**config.mk**
```make
export PLATFORM = sky130hd
export DESIGN_NAME = digest_unloader_64
export DESIGN_NICKNAME = d
export VERILOG_FILES = /design/src/rtl/digest_unloader_64.sv
export SDC_FILE = /design/constraint.sdc
export NUM_CORES = 1
export LEC_CHECK = 0
export BUFFER_PORTS_ARGS = -buffer_cell sky130_fd_sc_hd__buf_2
export CAP_MARGIN = 20
export CORE_MARGIN = 3
export CORE_UTILIZATION = 45
export CTS_BUF_LIST = sky130_fd_sc_hd__clkbuf_8 sky130_fd_sc_hd__clkbuf_16
export CTS_CLUSTER_SIZE = 8
export DETAILED_ROUTE_END_ITERATION = 8
export PLACE_DENSITY_LB_ADDON = 0.3
export RECOVER_POWER = 25
export SETUP_SLACK_MARGIN = 0.2
export SYNTH_ARGS = -nofsm -noshare
export SYNTH_HDL_FRONTEND = slang
export SYNTH_SLANG_ARGS = --single-unit
export TNS_END_PERCENT = 20
```
**constraint.sdc**
```tcl
create_clock -name CLK -period 2.1 [get_ports CLK]
set_input_delay 0.21 -clock CLK [delete_from_list [all_inputs] [get_ports CLK]]
set_output_delay 0.21 -clock CLK [all_outputs]
set_load 0.005 [all_outputs]
```
**src/rtl/digest_unloader_64.sv**
```systemverilog
// Captures a finished digest on a load pulse and streams it out as DATA_W-bit
// words, most significant word first, over a valid/ready handshake.
module digest_unloader_64 #(
   parameter int DATA_W   = 64,
   parameter int DIGEST_W = 256
) (
   input  logic                CLK,
   input  logic                RST,
   input  logic                load,
   input  logic [DIGEST_W-1:0] digest_i,
   input  logic                ready_i,
   output logic [DATA_W-1:0]   data_o,
   output logic                valid_o,
   output logic                last_o,
   output logic                busy_o,
   output logic                done_o
);

   localparam int NUM_WORDS = DIGEST_W / DATA_W;
   localparam int CNT_W     = (NUM_WORDS > 1) ? $clog2(NUM_WORDS) : 1;
   localparam logic [CNT_W-1:0] LAST_CNT = CNT_W'(NUM_WORDS - 1);

   typedef enum logic [0:0] {
      IDLE = 1'b0,
      SEND = 1'b1
   } state_t;

   state_t              state_r, state_n_s;
   logic [DIGEST_W-1:0] shift_r, shift_n_s;
   logic [CNT_W-1:0]    cnt_r, cnt_n_s;
   logic                valid_r, valid_n_s;
   logic                last_r, last_n_s;
   logic                busy_r, busy_n_s;
   logic                done_r, done_n_s;

   // State and output registers; the shift register is zeroed whenever idle so data_o reads 0.
   always_ff @(posedge CLK) begin
      if (RST) begin
         state_r <= IDLE;
         shift_r <= {DIGEST_W{1'b0}};
         cnt_r   <= {CNT_W{1'b0}};
         valid_r <= 1'b0;
         last_r  <= 1'b0;
         busy_r  <= 1'b0;
         done_r  <= 1'b0;
      end else begin
         state_r <= state_n_s;
         shift_r <= shift_n_s;
         cnt_r   <= cnt_n_s;
         valid_r <= valid_n_s;
         last_r  <= last_n_s;
         busy_r  <= busy_n_s;
         done_r  <= done_n_s;
      end
   end

   // Next-state logic: capture on load when idle, advance one word per handshake.
   always_comb begin
      state_n_s = state_r;
      shift_n_s = shift_r;
      cnt_n_s   = cnt_r;
      valid_n_s = valid_r;
      last_n_s  = last_r;
      busy_n_s  = busy_r;
      done_n_s  = 1'b0;
      case (state_r)
         IDLE: begin
            if (load) begin
               state_n_s = SEND;
               shift_n_s = digest_i;
               cnt_n_s   = {CNT_W{1'b0}};
               valid_n_s = 1'b1;
               last_n_s  = (LAST_CNT == {CNT_W{1'b0}});
               busy_n_s  = 1'b1;
            end else begin
               state_n_s = IDLE;
            end
         end
         SEND: begin
            if (ready_i) begin
               if (cnt_r == LAST_CNT) begin
                  state_n_s = IDLE;
                  shift_n_s = {DIGEST_W{1'b0}};
                  cnt_n_s   = {CNT_W{1'b0}};
                  valid_n_s = 1'b0;
                  last_n_s  = 1'b0;
                  busy_n_s  = 1'b0;
                  done_n_s  = 1'b1;
               end else begin
                  shift_n_s = shift_r << DATA_W;
                  cnt_n_s   = cnt_r + 1'b1;
                  last_n_s  = ((cnt_r + 1'b1) == LAST_CNT);
               end
            end else begin
               state_n_s = SEND;
            end
         end
         default: begin
            state_n_s = IDLE;
            shift_n_s = {DIGEST_W{1'b0}};
            cnt_n_s   = {CNT_W{1'b0}};
            valid_n_s = 1'b0;
            last_n_s  = 1'b0;
            busy_n_s  = 1'b0;
         end
      endcase
   end

   assign data_o  = shift_r[DIGEST_W-1 -: DATA_W];
   assign valid_o = valid_r;
   assign last_o  = last_r;
   assign busy_o  = busy_r;
   assign done_o  = done_r;

endmodule

```
Yosys cells after proc, flatten, opt, wreduce, memory -nomap -nowiden
Cells that the tools add are included.
{ "totals": {"regBits": 262, "latch_bits": 0, "ram_bits": 0, "romBits": 0, "out_inout_bits": 68, "mem_count": 0} }
{ "classes": {"add_sub_neg": 1, "n_mul": 0, "div_mod_pow": 0, "order_cmp": 0, "n_eq_ne": 5, "shift": 0, "n_mux": 21, "bitwise_logic": 2, "reduce_logical": 3} }
{ "op_table": {"columns": ["operator", "n"], "rows": [
  ["256-bit two-way mux", 3],
  ["256-bit one-hot mux with 2 select lines", 1],
  ["1-bit two-way mux", 10],
  ["2-bit two-way mux", 3],
  ["1-bit one-hot mux with 2 select lines", 3],
  ["2-bit equality test, second input constant", 2],
  ["2-bit != test, second input constant", 2],
  ["2-bit one-hot mux with 2 select lines", 1],
  ["3-bit AND reduction", 1],
  ["3-bit OR reduction", 1],
  ["2-bit by 1-bit adder with 2-bit output, second input constant", 1],
  ["2-bit by 1-bit != test with 1-bit output, second input constant", 1],
  ["1-bit inverter", 2],
  ["2-bit AND reduction", 1]
]} }

Longest topological paths before layout
Gate-level depths: netlist (run 1).
{ "logic_depth": {"word_depth": 5, "mapped_depth": 6} }

Worst setup path before layout (run 1)
OpenSTA, ideal clock, no wires.
{ "synth_path": {"kind": "flip-flop to flip-flop", "from": "register cnt_r[0]", "to": "register shift_r[141]", "arrival_ns": 1.224, "path_slack_ns": 0.744, "path_stages_with_launch": 7, "path_buffers": 2, "period_less_slack_ns": 1.356, "cell_sequence": "dfxtp_1 -> ha_1 -> buf_2 -> clkbuf_1 -> nor2b_1 -> o22ai_1 -> nor3_1"} }
{ "synth_between": {"elab_chain_cells": 4} }
{ "synth_lines": {"columns": ["element", "line_no", "rtl"], "rows": [
  ["start: declaration", "30", "logic [CNT_W-1:0] cnt_r, cnt_n_s;"],
  ["start signal: assignment", "41", "cnt_r <= {CNT_W{1'b0}};"],
  ["start signal: assignment", "49", "cnt_r <= cnt_n_s;"],
  ["2-bit equality test", "81", "if (cnt_r == LAST_CNT) begin"],
  ["256-bit two-way mux", "81", null],
  ["256-bit two-way mux", "80", "if (ready_i) begin"],
  ["256-bit one-hot mux with 2 select lines", "66", "case (state_r)"],
  ["end signal: assignment", "40", "shift_r <= {DIGEST_W{1'b0}};"],
  ["end signal: assignment", "48", "shift_r <= shift_n_s;"],
  ["end: declaration", "29", "logic [DIGEST_W-1:0] shift_r, shift_n_s;"]
]} }
No other way between the ends. The select of a mux whose other input is x is not followed.
A chain may end at the register's enable or synchronous reset.

Final worst setup path (run 1)
{ "layout_path": {"from": "register state_r", "to": "register shift_r[34]"} }
{ "layout_between": {"elab_chain_cells": 3, "elab_cells_between_ends": 5, "cone_classes": "eq/ne: 2; mux: 1; bitwise: 1; reduce/logical: 1"} }
{ "layout_lines": {"columns": ["element", "line_no", "rtl"], "rows": [
  ["start: declaration", "28", "state_t state_r, state_n_s;"],
  ["start signal: assignment", "47", "state_r <= state_n_s;"],
  ["1-bit inverter (no source line)", null, null],
  ["2-bit != test (no source line)", null, null],
  ["2-bit AND reduction (no source line)", null, null]
]} }
Parallel ways exist; a longest one is shown, timed or not.

==> results by group, run 1 <==
Outcome
  • Status: complete, no violations

Detailed routing
  • Met1 WL: 15210 um
  • Top Layer Used: met5
  • Post-DR vias/cell: 5.362
  • Total wire length: 34500 um
  • DRC Markers: 0
  • Post-DRT Antenna Nets: 0
  • Routed met3 length: 2846 um
  • Number of DRC markers in iteration 0: 1032
  • WL per Instance: 17.44 um
  • Drt pass-1 iters: 5
  • DR vias: 10610
  • Met2 wire len: 15360 um

Critical path
  • Kind of start point of the critical path: register
  • Arr. time, crit path: 2.27 ns
  • CP cell instances: buf_4 -> mux2i_4 -> clkbuf_4 -> a22oi_1 -> nor2_1
  • Crit end category: register
  • CP Max Fanout: 47
  • CP max stage delay: 0.51 ns
  • Category of the most critical setup path: reg2reg
  • Worst reg2reg startpoint: state_r$_SDFF_PP0_
  • Critical path's top delay family: buffers and inverters
  • Reg2Reg Setup Slack: 0.27 ns
  • R2r worst-path depth: 5
  • RR Endpoint: shift_r[34]$_SDFFE_PP0P_
  • Crit-path slowest cell: clkbuf_4
  • Bufs and invs on worst path: 2
  • WP data required: 2.54 ns

Global route
  • First-pass GRT wire length: 51870 um
  • Initial antenna violation count: 19
  • Vias in the first global route: 9715
  • Largest net degree at the start of global routing: 103
  • GRT Overall Usage: 23.94%
  • GRT overflow: 0

Synth
  • Post-Synth XOR/XNOR Area: 0%
  • Top post-synthesis cells by area: dfxtp_1, nor2b_1, o22ai_1, nor2_1, nor3_1
  • Synthesized area: 11280 um2
  • Syn Nets: 1634
  • Synth warnings: 0
  • Post-Synth Simple-Gate Area: 28.13%
  • Yosys top cell area share: 46.50%
  • Compound-gate portion of the synthesized area: 15.12%
  • Sequential area share after synthesis: 46.50%
  • Mux contribution to synthesized area: 0.3217%
  • Adder-Cell Fraction of Synth Area: 0.2218%
  • Syn avg cell area: 8.222 um2
  • Post-Synthesis Cells: 1372
  • Flops & latches, synth: 262
  • Post-synthesis cell type count: 23
  • Largest family of logic cells by synthesized area: simple AND/OR/NAND/NOR gates
  • Synth area leader: dfxtp_1

Timing
  • Final setup TNS: 0 ns
  • Clk_skew: 0.01210 ns
  • Relative slew slack: 62.10%
  • Min Tclk post-route: 1.832 ns
  • Final Max Tran Viols: 0
  • Worst Max-Slew Pin Slew: 0.5684 ns
  • RSZ-0062 raised after global routing: false
  • Final setup fails: 0
  • Period utilization: 87.25%
  • Worst hold margin: 0.01325 ns
  • Endpoints failing hold: 0
  • Fmax: 545.8 MHz

Floorplanning
  • Core area: 24460 um2
  • Die X: 164.3 um
  • Die area: 27000 um2
  • Die Y: 164.3 um
  • Initial cell density of the core: 46.12%
  • I/O Pins: 328
  • Cell row count: 57

Hold path
  • Hold Startpoint: digest_i[220]
  • Hold depth: 3
  • Hold Crit Class: in2reg
  • Min-Delay Endpoint: shift_r[220]$_SDFFE_PP0P_

Layout
  • Area grow syn2layout: 26.76%
  • Commonest cells after routing, fill and taps aside: buf_2, dfxtp_1, nor2_1
  • Most common cell after layout, fill and taps aside: buf_2
  • Nets: 1899
  • Fin area: 14300 um2
  • Layout cells sized above 1: 22.15%

Place
  • Port Buf Inserts: 327
  • Area post-placement: 12700 um2
  • Final GP Congestion: 0.8685
  • Post-DP HPWL: 22560 um

Clocking
  • Clock Path Buffers: 3
  • Clock transition at path regs: 0.05 ns
  • Postcts setup bufs: 0
  • Hold_buf cts: 64
  • CTS-repair resized insts: 0
  • CTS tree: built
  • CTS Buf Count: 38
  • H-tree levels: 2
  • Clk Latency, worst-skew pair: 0.51 ns
  • # clock sinks: 262
  • Clk root buf: clkbuf_16

Power and ir drop
  • Pwr dens: 895.9 nW/um2
  • P_leak: 6.244 nW
  • Worst VDD drop: 731.8 uV

Job
  • Max_cap viols: 0
==> kinds of logic after synthesis <==
family                     after synthesis
and+or+nand+nor                        651
AOI/OAI and AO/OA                      260
buffers and inverters                  194
adders and majority gates                2
DFF                                    262
muxes                                    3
==> power by group <==
group | leakage [nW] | total [mW] | internal [mW] | switching (mW)
clock | 0.492 | 5.29 | 3.22 | 2.07
sequential | 2.17 | 5.62 | 5.40 | 0.217
combinational | 3.58 | 1.90 | 0.917 | 0.981
total | 6.24 | 12.8 | 9.54 | 3.27
==> metal layers <==
| layer | vias up | track usage (%) |
|---|---|---|
| met3 | 74 | 6.154 |
| met4 | 10 | 9.496 |
| met5 | - | 0 |
| li1 | 5242 | - |
| met2 | 425 | 35.46 |
| met1 | 4855 | 33.30 |
==> through the flow <==
step	setup WS (ns)	utilization (%)	std cells	total power, mW
global placement	0.4683	51.92	1857	7.480
global route	0.1186	58.45	1977	13.38
detailed placement	0.4123	51.92	1857	7.517
CTS	0.3919	58.62	1963	12.94
floorplan	0.7443	-	1372	6.952
finish	0.2678	58.46	1978	12.81
==> cell usage after synthesis, drive strengths merged <==
master and count:
dfxtp 262, nor2 261, nor2b 193, nor3 192, o22ai 192, buf 142
a22oi 64, clkbuf 51, a21oi 2, ha 2, mux2 2, nand2 2
a32oi 1, inv 1, mux2i 1, nand2b 1, nand3 1, o21ai 1
or2 1
==> worst max-delay path by stage <==
stage / endpoint / start / depth (start not counted)
after floorplan: shift_r[141]$_SDFFE_PP0P_ / cnt_r[0]$_SDFFE_PP0P_ / 6
after global placement: shift_r[155]$_SDFFE_PP0P_ / state_r$_SDFF_PP0_ / 5
after detailed placement: shift_r[83]$_SDFFE_PP0P_ / state_r$_SDFF_PP0_ / 5
after CTS: shift_r[67]$_SDFFE_PP0P_ / state_r$_SDFF_PP0_ / 5
after global routing: shift_r[34]$_SDFFE_PP0P_ / state_r$_SDFF_PP0_ / 5
final: shift_r[34]$_SDFFE_PP0P_ / state_r$_SDFF_PP0_ / 5
==> registers in the layout, summed over array words and instances, names as in the netlist <==
signal / count
busy_o: 1
cnt_r: 2
done_o: 1
last_o: 1
shift_r: 256
state_r: 1
==> cell type report <==
class	count	area (um2)
tap	324	405.4
fill	2261	10160
sequential	262	5245
clock inverter	3	33.78
clock buffer	39	964.7
inverter	1	3.754
multi-input combinational	916	4986
timing repair buffer	418	2624
antenna	15	37.54
==> worst register-to-register path, cell delays in order, from the launching register on <==
cell	delay (ns)
dfxtp_1	0.47
buf_4	0.21
mux2i_4	0.22
clkbuf_4	0.51
a22oi_1	0.22
nor2_1	0.12
(Power assumes the default switching activity.)
==> run 2, diff against run 1 <==
CELL_PAD_IN_SITES_DETAIL_PLACEMENT = 1   (was default)
CELL_PAD_IN_SITES_GLOBAL_PLACEMENT = 1   (was default)
CORE_MARGIN = default   (was 3)
CORE_UTILIZATION = 41   (was 45)
==> results by group, run 2 (synthesis results as in run 1) <==
Critical path
  • WP data required: 2.53 ns
  • CP max stage delay: 0.60 ns
  • Category of the most critical setup path: reg2reg
  • Bufs and invs on worst path: 2
  • CP cell instances: buf_4 -> mux2i_4 -> clkbuf_2 -> a22oi_1 -> nor2_1
  • RR Endpoint: shift_r[60]$_SDFFE_PP0P_
  • Crit-path slowest cell: clkbuf_2
  • Critical path's top delay family: buffers and inverters
  • R2r worst-path depth: 5
  • Reg2Reg Setup Slack: 0.32 ns
  • Arr. time, crit path: 2.21 ns
  • CP Max Fanout: 28
  • Kind of start point of the critical path: register
  • Crit end category: register
  • Worst reg2reg startpoint: state_r$_SDFF_PP0_

Floorplanning
  • Die area: 28180 um2
  • Initial cell density of the core: 41.86%
  • Core area: 26950 um2
  • I/O Pins: 328
  • Cell row count: 60
  • Die Y: 167.9 um
  • Die X: 167.9 um

Power and ir drop
  • Clk pwr share: 42.2%
  • Worst VDD drop: 642.7 uV
  • Pint: 9.741 mW
  • Flop pwr share: 42.9%
  • Comb pwr share: 14.9%
  • Pwr Total: 13.12 mW
  • Psw: 3.374 mW
  • Switching fraction of total power: 25.73%
  • Pwr dens: 912.1 nW/um2
  • P_leak: 6.291 nW

Layout
  • Max reg flops: 256
  • Area grow syn2layout: 27.47%
  • Biggest regs: shift_r: 256 flops, cnt_r: 2 flops
  • Most common cell after layout, fill and taps aside: buf_2
  • Largest reg by FF count: shift_r
  • Layout cells sized above 1: 22.63%
  • Commonest cells after routing, fill and taps aside: buf_2, dfxtp_1, nor2_1
  • Layout Utilization: 53.36%
  • Nets: 1904

Detailed routing
  • DR vias: 10850
  • Number of DRC markers in iteration 0: 726
  • Post-DR vias/cell: 5.423
  • DRC Markers: 0
  • Total wire length: 39030 um
  • WL per Instance: 19.51 um
  • Post-DRT Antenna Nets: 0
  • Drt pass-1 iters: 7

Job
  • Max_cap viols: 0

Timing
  • Min Tclk post-route: 1.781 ns
  • Relative slew slack: 51.53%
  • Final setup TNS: 0 ns
  • Worst Max-Slew Pin Slew: 0.7271 ns
  • Fmax: 561.5 MHz
  • Clk_skew: 0.01069 ns
  • Final setup fails: 0
  • RSZ-0062 raised after global routing: false
  • Final Max Tran Viols: 0
  • Endpoints failing hold: 0
  • Period utilization: 84.81%

Clocking
  • Hold_buf cts: 64
  • CTS-repair resized insts: 0
  • H-tree levels: 2
  • CTS tree: built
  • Postcts setup bufs: 0
  • # clock sinks: 262
  • Clock transition at path regs: 0.05 ns
  • Clock Path Buffers: 3
  • Clk root buf: clkbuf_16
  • CTS Buf Count: 38
  • Clk Latency, worst-skew pair: 0.50 ns

Outcome
  • Status: complete, no violations

Hold path
  • Hold Crit Class: in2reg
  • Hold Startpoint: digest_i[220]
  • Min-Delay Endpoint: shift_r[220]$_SDFFE_PP0P_
  • Hold depth: 3

Global route
  • Initial antenna violation count: 19
  • First-pass GRT wire length: 60530 um
  • Vias in the first global route: 11180
  • GRT Overall Usage: 27.08%
  • Largest net degree at the start of global routing: 96
  • GRT overflow: 0

Place
  • Final GP Congestion: 0.8090
  • Post-DP HPWL: 24860 um
  • Port Buf Inserts: 327
## run 2: cell count changes in the layout (fill, tap and decap cells not counted), sizes merged
cell | before | now
clkinv | 1 | 0
buf | 313 | 320
clkbuf | 80 | 81
inv | 3 | 1
diode | 15 | 16
## run 2: power by group through the flow
stage | logic (mW) | clock network (mW) | registers, mW
floorplan | 1.32 | 0 | 5.63
global placement | 1.78 | 0 | 5.70
detailed placement | 1.84 | 0 | 5.71
CTS | 1.96 | 5.66 | 5.62
global route | 2.17 | 5.86 | 5.66
finish | 1.96 | 5.53 | 5.63
## run 2: layout make-up
class                           count  area, um2
Antenna cell                       16      40.04
Clock buffer                       42       1040
Fill cell                        3300      12570
Inverter                            1      3.754
Multi-Input combinational cell    916       4986
Sequential cell                   262       5245
Tap cell                          341      426.7
Timing Repair Buffer              423       2639
## run 2: worst max-delay path by stage
stage,start,end,cells after the start
final,state_r$_SDFF_PP0_,shift_r[60]$_SDFFE_PP0P_,5
after global routing,state_r$_SDFF_PP0_,shift_r[96]$_SDFFE_PP0P_,5
after CTS,cnt_r[0]$_SDFFE_PP0P_,shift_r[85]$_SDFFE_PP0P_,6
after detailed placement,load,shift_r[190]$_SDFFE_PP0P_,5
after global placement,load,shift_r[173]$_SDFFE_PP0P_,5
after floorplan,cnt_r[0]$_SDFFE_PP0P_,shift_r[141]$_SDFFE_PP0P_,6
## run 2: tightest hold or removal path, cell delays in order
cell and delay, ns:
buf_2 0.10, o22ai_1 0.10, nor3_1 0.07
## run 2: per-layer routing
layer / GRT usage (%) / share of wire (%) / up-vias
li1: - / - / 5250
met1: 35.14 / 45 / 5173
met2: 43.51 / 46 / 328
met3: 6.512 / 6.1 / 90
met4: 10.25 / 3.1 / 10
met5: 0 / 0.16 / -
## run 2: stage by stage
stage	cells	worst slack [ns]	area (um2)	hold WS (ns)
2_1_floorplan	1372	0.7443	11280	0.3616
3_3_place_gp	1879	0.5223	12720	0.4550
3_5_place_dp	1879	0.4711	12720	0.4673
4_1_cts	1985	0.4122	14400	0.005220
5_1_grt	1996	0.1926	14370	0.02600
6_report	2001	0.3190	14380	0.02507
==> run 3, diff against run 2 <==
CORE_UTILIZATION = 34   (was 41)
clock period = 1.4 ns   (was 2.1 ns; I/O delays follow)
==> results by group, run 3 (synthesis results as in run 1) <==
Timing
  • Final worst slack: -0.08299 ns
  • Clk_skew: 0.01774 ns
  • Final setup fails: 14
  • Endpoints failing hold: 6
  • Final Max Tran Viols: 0
  • Fmax: 674.3 MHz
  • RSZ-0062 raised after global routing: true
  • Min Tclk post-route: 1.483 ns
  • Relative slew slack: 79.84%
  • Period utilization: 105.9%
  • Worst hold margin: -0.04288 ns
  • Worst Max-Slew Pin Slew: 0.3024 ns

Global route
  • GR peak layer: met2
  • Vias in the first global route: 13010
  • Met2 Track Usage GR: 46.33%
  • GRT overflow: 0
  • GR Layer Usage met1: 32.73%
  • First-pass GRT wire length: 71710 um
  • Largest net degree at the start of global routing: 58
  • GRT Overall Usage: 26.91%
  • Initial antenna violation count: 15
  • Met3 Usage GRT: 4.841%

Layout
  • Fin area: 17850 um2
  • Commonest cells after routing, fill and taps aside: buf_2, dfxtp_1, dlygate4sd3_1
  • Max reg flops: 256
  • FF/Latch Area: 5251 um2
  • Area grow syn2layout: 58.23%
  • Layout fillers: 3729
  • Layout cells sized above 1: 30.86%
  • Biggest regs: shift_r: 256 flops, cnt_r: 2 flops
  • Most common cell after layout, fill and taps aside: buf_2
  • Area of the multi-input gates: 5673 um2
  • Largest reg by FF count: shift_r
  • Nets: 2114

Critical path
  • WP data required: 1.82 ns
  • Reg2Reg Setup Slack: -0.08 ns
  • Crit end category: register
  • Category of the most critical setup path: reg2reg
  • CP Max Fanout: 19
  • Worst reg2reg startpoint: state_r$_SDFF_PP0_
  • Kind of start point of the critical path: register
  • RR Endpoint: shift_r[32]$_SDFFE_PP0P_
  • Arr. time, crit path: 1.90 ns
  • R2r worst-path depth: 6

Detailed routing
  • Post-DRT Antenna Nets: 0
  • DR vias: 12480
  • DRC Markers: 0
  • WL per Instance: 22.64 um
  • Post-DR vias/cell: 5.386
  • Number of DRC markers in iteration 0: 755
  • Drt pass-1 iters: 4
  • Total wire length: 52450 um

Clocking
  • Clk Latency, worst-skew pair: 0.52 ns
  • Clock transition at path regs: 0.05 ns
  • # clock sinks: 262
  • H-tree levels: 2
  • CTS tree: built
  • Clock Path Buffers: 3
  • Clk root buf: clkbuf_16
  • CTS Buf Count: 39

Outcome
  • Status: complete, but fails checks
  • Failing checks: negative hold slack, negative setup slack

Place
  • Post-DP HPWL: 25930 um
  • Final GP Congestion: 0.7935
  • Port Buf Inserts: 327
  • Dpl ws: -0.07399 ns
  • Area post-placement: 13200 um2

Power and ir drop
  • Pwr dens: 1192 nW/um2
  • P_leak: 7.590 nW
  • Worst VDD drop: 746.1 uV

Floorplanning
  • Die X: 184.2 um
  • Cell row count: 66
  • I/O Pins: 328
  • Core area: 32620 um2
  • Die area: 33910 um2
  • Die Y: 184.2 um
  • Initial cell density of the core: 34.58%

Hold path
  • Hold depth: 3
  • Min-Delay Endpoint: shift_r[142]$_SDFFE_PP0P_
  • Hold Startpoint: digest_i[142]
  • Hold Crit Class: in2reg

Job
  • Max_cap viols: 0
## run 3: changes by cell type in the layout (fill, tap and decap cells not counted), moves of 11 or more
| cell | before | now |
|---|---|---|
| dlygate4sd3_1 | 64 | 231 |
| nor2b_1 | 192 | 139 |
| nor2b_2 | 0 | 41 |
| nor2_1 | 261 | 223 |
| nor2_2 | 0 | 35 |
| a22oi_1 | 64 | 34 |
| a22oi_2 | 0 | 30 |
| o22ai_1 | 192 | 172 |
| o22ai_2 | 0 | 20 |
| buf_12 | 13 | 29 |
| nor2b_4 | 1 | 13 |
| buf_16 | 0 | 11 |
| clkbuf_16 | 41 | 52 |
## run 3: area by class of cell
cell class	count	share of cell area, %
antenna	18	0.2523
tap	442	3.098
inverter	1	0.02103
sequential	262	29.42
timing repair buffer	630	29.50
multi-input combinational	918	31.78
clock inverter	4	0.09814
clock buffer	42	5.825
## run 3: per-layer routing
layer / part of all wire [%] / up-vias
met5: 0.044 / -
met4: 4.5 / 4
met3: 5.3 / 173
met2: 49 / 518
met1: 41 / 6093
li1: - / 5691
## run 3: critical path, stage by stage (launching register included)
cell and delay (ns):
dfxtp_4 0.39, buf_12 0.11, mux2i_4 0.23, buf_6 0.17, clkbuf_16 0.22, a22oi_1 0.09, nor2_1 0.18
## run 3: metrics by stage
| step | utilization [%] | setup TNS [ns] | std cells | power, mW |
|---|---|---|---|---|
| 2_1_floorplan | - | 0 | 1372 | 10.50 |
| 3_3_place_gp | 40.45 | -0.1164 | 1996 | 11.38 |
| 3_5_place_dp | 40.45 | -0.4140 | 1996 | 11.47 |
| 4_1_cts | 51.88 | 0 | 2280 | 20.61 |
| 5_1_grt | 54.69 | -2.153 | 2313 | 22.00 |
| 6_report | 54.72 | -0.4670 | 2317 | 21.28 |
## run 3: what timing repair did
action / in CTS / in global routing
endpoints found under the hold margin: 228 / 3
gates cloned: 6 / 14
pin swaps: 13 / 60
hold buffers: 228 / 3
endpoints found under the setup margin: 261 / 261
gates resized for setup: 49 / 146
buffers inserted: 4 / 2
## run 3: report_power, final
| group | switching [mW] | internal [mW] |
|---|---|---|
| Combinational | 2.04 | 2.10 |
| Clock | 3.44 | 5.18 |
| Sequential | 0.423 | 8.10 |
## run 3: worst max-delay path by stage
stage / start / end / cells after the start
2_1_floorplan: state_r$_SDFF_PP0_ / cnt_r[0]$_SDFFE_PP0P_ / 5
3_3_place_gp: cnt_r[0]$_SDFFE_PP0P_ / shift_r[171]$_SDFFE_PP0P_ / 5
3_5_place_dp: cnt_r[0]$_SDFFE_PP0P_ / shift_r[224]$_SDFFE_PP0P_ / 5
4_1_cts: state_r$_SDFF_PP0_ / cnt_r[1]$_SDFFE_PP0P_ / 5
5_1_grt: state_r$_SDFF_PP0_ / shift_r[174]$_SDFFE_PP0P_ / 5
6_report: state_r$_SDFF_PP0_ / shift_r[32]$_SDFFE_PP0P_ / 6
